## src/rtl/neuromod_update_scheduler.sv

```systemverilog
// Update scheduler for the neurotransmitter resource counters.
// Latches per-channel inc/dec/fast requests and runs a programmable tick.
// On each tick with work pending, one channel is granted a single-cycle
// inc or dec strobe (plus fast qualifier). Priority: starving channels first,
// then fast requests round-robin, then any pending request round-robin.
module neuromod_update_scheduler #(
    parameter int N_CH       = 4,
    parameter int PRESCALE_W = 8,
    parameter int STARVE_MAX = 3
) (
    input  logic                    clk,
    input  logic                    rst,
    input  logic                    enable,
    input  logic [PRESCALE_W-1:0]   period,
    input  logic [N_CH-1:0]         req_inc,
    input  logic [N_CH-1:0]         req_dec,
    input  logic [N_CH-1:0]         req_fast,
    output logic [N_CH-1:0]         grant_inc,
    output logic [N_CH-1:0]         grant_dec,
    output logic [N_CH-1:0]         grant_fast,
    output logic [$clog2(N_CH)-1:0] grant_ch,
    output logic                    tick,
    output logic                    overrun
);
    localparam int         CH_W     = $clog2(N_CH);
    localparam logic [3:0] STARVE_L = 4'(STARVE_MAX);
    localparam logic [3:0] AGE_SAT  = 4'd15;

    typedef enum logic [1:0] {S_IDLE, S_ARB, S_ISSUE} state_t;

    state_t                state_q;
    logic [PRESCALE_W-1:0] cnt_q;
    logic                  tick_q;
    logic                  overrun_q;
    logic [N_CH-1:0]       pend_q, pend_d;
    logic [N_CH-1:0]       dir_q, dir_d;      // 1 = increment, 0 = decrement
    logic [N_CH-1:0]       fast_q, fast_d;
    logic [3:0]            age_q [N_CH];
    logic [CH_W-1:0]       ptr_q;
    logic [CH_W-1:0]       grant_ch_q;
    logic [N_CH-1:0]       grant_inc_q, grant_dec_q, grant_fast_q;

    logic [N_CH-1:0]       req_ok;            // exactly one direction requested
    logic [N_CH-1:0]       svc_clr;           // winner being served this cycle
    logic [N_CH-1:0]       win_onehot;
    logic [CH_W-1:0]       win_idx;
    logic                  win_found;

    assign grant_inc  = grant_inc_q;
    assign grant_dec  = grant_dec_q;
    assign grant_fast = grant_fast_q;
    assign grant_ch   = grant_ch_q;
    assign tick       = tick_q;
    assign overrun    = overrun_q;

    // Prescaler: free count 0..period, one-cycle tick after reaching period.
    always_ff @(posedge clk or posedge rst) begin
        if (rst) begin
            cnt_q  <= '0;
            tick_q <= 1'b0;
        end else if (!enable) begin
            cnt_q  <= '0;
            tick_q <= 1'b0;
        end else if (cnt_q == period) begin
            cnt_q  <= '0;
            tick_q <= 1'b1;
        end else begin
            // Wraps through the maximum if period was lowered below cnt.
            cnt_q  <= cnt_q + PRESCALE_W'(1);
            tick_q <= 1'b0;
        end
    end

    // Winner selection: starving lowest index, else fast RR, else plain RR.
    always_comb begin
        logic [CH_W-1:0] idx;
        win_found = 1'b0;
        win_idx   = '0;
        idx       = '0;
        for (int k = N_CH - 1; k >= 0; k--) begin
            if (pend_q[k] && (age_q[k] >= STARVE_L)) begin
                win_found = 1'b1;
                win_idx   = CH_W'(k);
            end
        end
        for (int k = 1; k <= N_CH; k++) begin
            idx = CH_W'((int'(ptr_q) + k) % N_CH);
            if (!win_found && pend_q[idx] && fast_q[idx]) begin
                win_found = 1'b1;
                win_idx   = idx;
            end
        end
        for (int k = 1; k <= N_CH; k++) begin
            idx = CH_W'((int'(ptr_q) + k) % N_CH);
            if (!win_found && pend_q[idx]) begin
                win_found = 1'b1;
                win_idx   = idx;
            end
        end
        win_onehot = win_found ? (N_CH'(1) << win_idx) : '0;
    end

    // Pending latch next state: a new request beats a same-cycle service clear.
    always_comb begin
        req_ok  = req_inc ^ req_dec;
        svc_clr = (state_q == S_ARB) ? win_onehot : '0;
        pend_d  = (pend_q & ~svc_clr) | req_ok;
        fast_d  = (fast_q & ~svc_clr) | (req_ok & req_fast);
        dir_d   = (dir_q & ~req_ok) | (req_ok & req_inc);
    end

    // Pending request registers.
    always_ff @(posedge clk or posedge rst) begin
        if (rst) begin
            pend_q <= '0;
            fast_q <= '0;
            dir_q  <= '0;
        end else begin
            pend_q <= pend_d;
            fast_q <= fast_d;
            dir_q  <= dir_d;
        end
    end

    // Grant FSM with registered strobes, ages, round-robin pointer and overrun.
    always_ff @(posedge clk or posedge rst) begin
        if (rst) begin
            state_q      <= S_IDLE;
            grant_inc_q  <= '0;
            grant_dec_q  <= '0;
            grant_fast_q <= '0;
            grant_ch_q   <= '0;
            overrun_q    <= 1'b0;
            ptr_q        <= CH_W'(N_CH - 1);
            for (int i = 0; i < N_CH; i++) begin
                age_q[i] <= '0;
            end
        end else begin
            grant_inc_q  <= '0;
            grant_dec_q  <= '0;
            grant_fast_q <= '0;
            // Ticks are never queued: one landing mid-grant is lost.
            if (tick_q && (state_q != S_IDLE)) begin
                overrun_q <= 1'b1;
            end
            case (state_q)
                S_IDLE: begin
                    if (tick_q && (|pend_q)) begin
                        state_q <= S_ARB;
                    end
                end
                S_ARB: begin
                    if (win_found) begin
                        grant_inc_q  <= win_onehot & dir_q;
                        grant_dec_q  <= win_onehot & ~dir_q;
                        grant_fast_q <= win_onehot & fast_q;
                        grant_ch_q   <= win_idx;
                        ptr_q        <= win_idx;
                        for (int i = 0; i < N_CH; i++) begin
                            if (win_onehot[i]) begin
                                age_q[i] <= '0;
                            end else if (pend_q[i] && (age_q[i] != AGE_SAT)) begin
                                age_q[i] <= age_q[i] + 4'd1;
                            end
                        end
                    end
                    state_q <= S_ISSUE;
                end
                S_ISSUE: begin
                    state_q <= S_IDLE;
                end
                default: begin
                    state_q <= S_IDLE;
                end
            endcase
        end
    end

endmodule

```

## config.mk

```make
export PLATFORM = sky130hd
export DESIGN_NAME = neuromod_update_scheduler
export DESIGN_NICKNAME = d
export VERILOG_FILES = /design/src/rtl/neuromod_update_scheduler.sv
export SDC_FILE = /design/constraint.sdc
export NUM_CORES = 1
export LEC_CHECK = 0
export ABC_AREA = 1
export ABC_CLOCK_PERIOD_IN_PS = 3200
export CAP_MARGIN = 20
export CORE_MARGIN = 5
export CORE_UTILIZATION = 56
export DETAILED_ROUTE_END_ITERATION = 8
export PLACE_DENSITY = 0.9
export SLEW_MARGIN = 20
export SYNTH_ARGS = -nofsm -noshare
export SYNTH_HDL_FRONTEND = slang
export SYNTH_SLANG_ARGS = --single-unit
```

## constraint.sdc

```tcl
create_clock -name clk -period 3.2 [get_ports clk]
set_clock_uncertainty 0.15 [all_clocks]
set_input_delay 0.32 -clock clk [delete_from_list [all_inputs] [get_ports clk]]
set_output_delay 0.32 -clock clk [all_outputs]
set_load 0.05 [all_outputs]
```

==> impl_metrics.csv <==
group,metric,value,unit
run_status,status,"complete, no violations",
floorplanning,core_area,5540,um2
logic_synthesis,synth_area_per_cell,7.75,um2
global_route,grt_pass1_wl,12600,um
sta,fmax,0.345,GHz
setup_path,critPathCaptureType,"flip-flop",
logic_synthesis,synth_area_leaders,"dfrtp_1, nand2_1, inv_1",
logic_synthesis,syn_nets,441,
logic_synthesis,async_flop_share,1.00,
finish,fill_cells,460,
sta,tns,0,ns
sta,finalSetupViolations,0,
placement,dp_slack,0.348,ns
setup_path,critPathTopFamily,"simple AND/OR/NAND/NOR gates",
logic_synthesis,netlist.area_leader.share,0.422,
pwr,p_leak,2.05,nW
setup_path,crit_top_cell,"nand2_1",
logic_synthesis,synth_seq_area_share,0.438,
floorplanning,die_x,85.6,um
clock_tree,post_cts_resize_count,0,
floorplanning,ios,39,
flow_run,drv_cap,0,
route,vias,2771,
logic_synthesis,yosys_warnings,0,
finish,antenna_cells,0,
global_route,use_met3,0.0298,
logic_synthesis,synthDistinctLibCells,35,
finish,syn_to_final_growth,16.9,%
clock_tree,numCtsBuffers,5,
logic_synthesis,synth_ff_type,"dfrtp_1",
logic_synthesis,yosysTopAreaCell,"dfrtp_1",
route,wire_per_inst,13.8,um
finish,nNetsFinal,484,
hold_path,hp-class,"input port to async pin",
logic_synthesis,syn_area,3200,um2
setup_path,crit_type,"flip-flop to flip-flop",
clock_tree,clock-sinks,56,
global_route,grt_use_total,0.210,
placement,portBuffers,38,
sta,finalCritPeriodShare,0.907,
floorplanning,die-area,7330,um2
logic_synthesis,synth_commonest_cells,"nand2_1, dfrtp_1, inv_1, nor2_1, nand3_1",
route,dr.pass1.iters,5,
finish,utilization,0.675,
placement,gp_congestion,0.908,
clock_tree,cts_setup_buffers,0,
clock_tree,clock_latency,0.31,ns
clock_tree,clk_pin_slew,0.10,ns
floorplanning,die_y,85.6,um
logic_synthesis,synth.most_common_cell,"nand2_1",
finish,drive_above_1_share,0.114,
global_route,grt_max_degree,25,
setup_path,timing.rr.start,"ptr_q[0]",
route,drt-total-wl,7280,um
clock_tree,cts_tree,"yes",
floorplanning,start_util,0.578,
setup_path,worstPathRequired,3.25,ns
setup_path,crit_buf_inv,2,
setup_path,critPathLaunch,"ptr_q[0]",
global_route,grt.busiest_layer,"met2",
floorplanning,row_count,27,
setup_path,crit_path_top_delay_cell,"dfstp_2",
clock_tree,hold_buffers,0,
pwr,ir_worst_vdd,0.236,mV
setup_path,arrival,2.95,ns
sta,setup_slack,0.298,ns
sta,fin_crit,2.90,ns
logic_synthesis,synth-edff-count,0,
logic_synthesis,synth_seq_cells,56,
sta,slew_viol_final,0,
route,drtIter0Drc,227,
pwr,p_total,1.60,mW
setup_path,crit_fanout,19,
sta,relSlewSlack,0.565,
route,viasPerCell,5.24,
setup_path,cpPeakStageDelay,0.80,ns
setup_path,path_cells,"inv_6, nand2_2, nand2_4, o21ai_2, inv_1, nor2_4, nor2_2, nand4_1, nand3_1, nor2_2, nand3_4, nor2_1, nand2_1, nand2_1, nand2_1",
sta,rsz0062_at_grt,"no",
pwr,p_per_area,427,nW/um2
global_route,grt_pass1_vias,2746,
clock_tree,clock_path_buffers,2,
setup_path,setup.worst_path.start_class,"flip-flop",
global_route,antenna_found_initial,0,
route,final_antenna_net_count,0,
global_route,gr-usage-met1,0.261,
global_route,grt_use_met2,0.380,
sta,max_slew.worst_pin.slew,0.646,ns
global_route,grt-ovfl-total,0,
placement,place_hpwl,5490,um
route,drc,0,
sta,fin_hold_ws,0.191,ns
logic_synthesis,netlist_instances,413,
sta,hold_viol,0,
clock_tree,root_buffer,"clkbuf_8",
clock_tree,htree_levels,2,
power by group:
| part | switching (mW) | internal, mW | leakage [nW] |
|---|---|---|---|
| clock network | 0.225 | 0.173 | 0.0510 |
| logic | 0.290 | 0.148 | 1.28 |
| registers | 0.0300 | 0.731 | 0.722 |
| total | 0.545 | 1.05 | 2.05 |
layer usage:
metal	vias up	wire length, um
li1	1390	-
met1	1288	3080
met2	78	3730
met3	15	329
met4	0	138
met5	-	0
layout make-up:
cell class	count	area (um2)	share of cell area
Sequential cell	56	1400	0.375
Clock buffer	6	82.6	0.0221
Clock inverter	2	10.0	0.00267
Tap cell	72	90.1	0.0241
Multi-Input combinational cell	294	1530	0.409
Timing Repair Buffer	41	403	0.108
Inverter	58	223	0.0595
per-stage QoR:
| step | instances | cell area (um2) |
|---|---|---|
| 6_report | 529 | 3740 |
| 5_1_grt | 529 | 3740 |
| 4_1_cts | 529 | 3740 |
| 3_5_place_dp | 521 | 3650 |
| 3_3_place_gp | 521 | 3650 |
| 2_1_floorplan | 413 | 3200 |
state kept, by name, summed over array words and instances, names as in the netlist, named ones only:
| register | count |
|---|---|
| grant_fast | 4 |
| pend_q | 4 |
| grant_ch | 2 |
| grant_dec | 4 |
| cnt_q | 8 |
| fast_q | 4 |
| tick | 1 |
| age_q | 16 |
| state_q | 2 |
| ptr_q | 2 |
| overrun | 1 |
| grant_inc | 4 |
logic make-up after synthesis:
group / Yosys count / share of synthesized area
AND/OR/NAND/NOR: 246 / 0.365
AO/OA/AOI/OAI: 24 / 0.0414
adder cells (fa/ha/maj): 5 / 0.0195
buffers and inverters: 63 / 0.0836
flip-flops: 56 / 0.438
XOR/XNOR: 19 / 0.0520
final timing paths:
kind	end	slack, ns	depth (start not counted)
min in group clk	grant_dec[1]	0.28	1
worst min register to register	grant_dec[1]	0.28	1
worst min-delay path	age_q[3]	0.19	2
max in group asynchronous	ptr_q[1]	2.07	3
worst max-delay path	fast_q[0]	0.30	15
worst max register to register	fast_q[0]	0.30	15
cells in the final DEF, fill, tap and decap left out, drive strengths merged:
cell,netlist,routed
ha,5,5
nand4,18,18
nand3b,1,1
inv,58,58
nand3,40,40
a21oi,4,4
o21bai,2,2
xor2,12,12
clkdlybuf4s50,0,38
dfrtp,54,54
and3,1,1
o21ai,16,16
nor3,6,6
or4,1,1
nor2,53,53
nor4,1,1
a31oi,1,1
nand2,124,124
a21o,1,1
xnor2,7,7
buf,4,3
or2,1,1
clkinv,0,2
clkbuf,1,6
dfstp,2,2
Power figures use the tool's default switching activity.
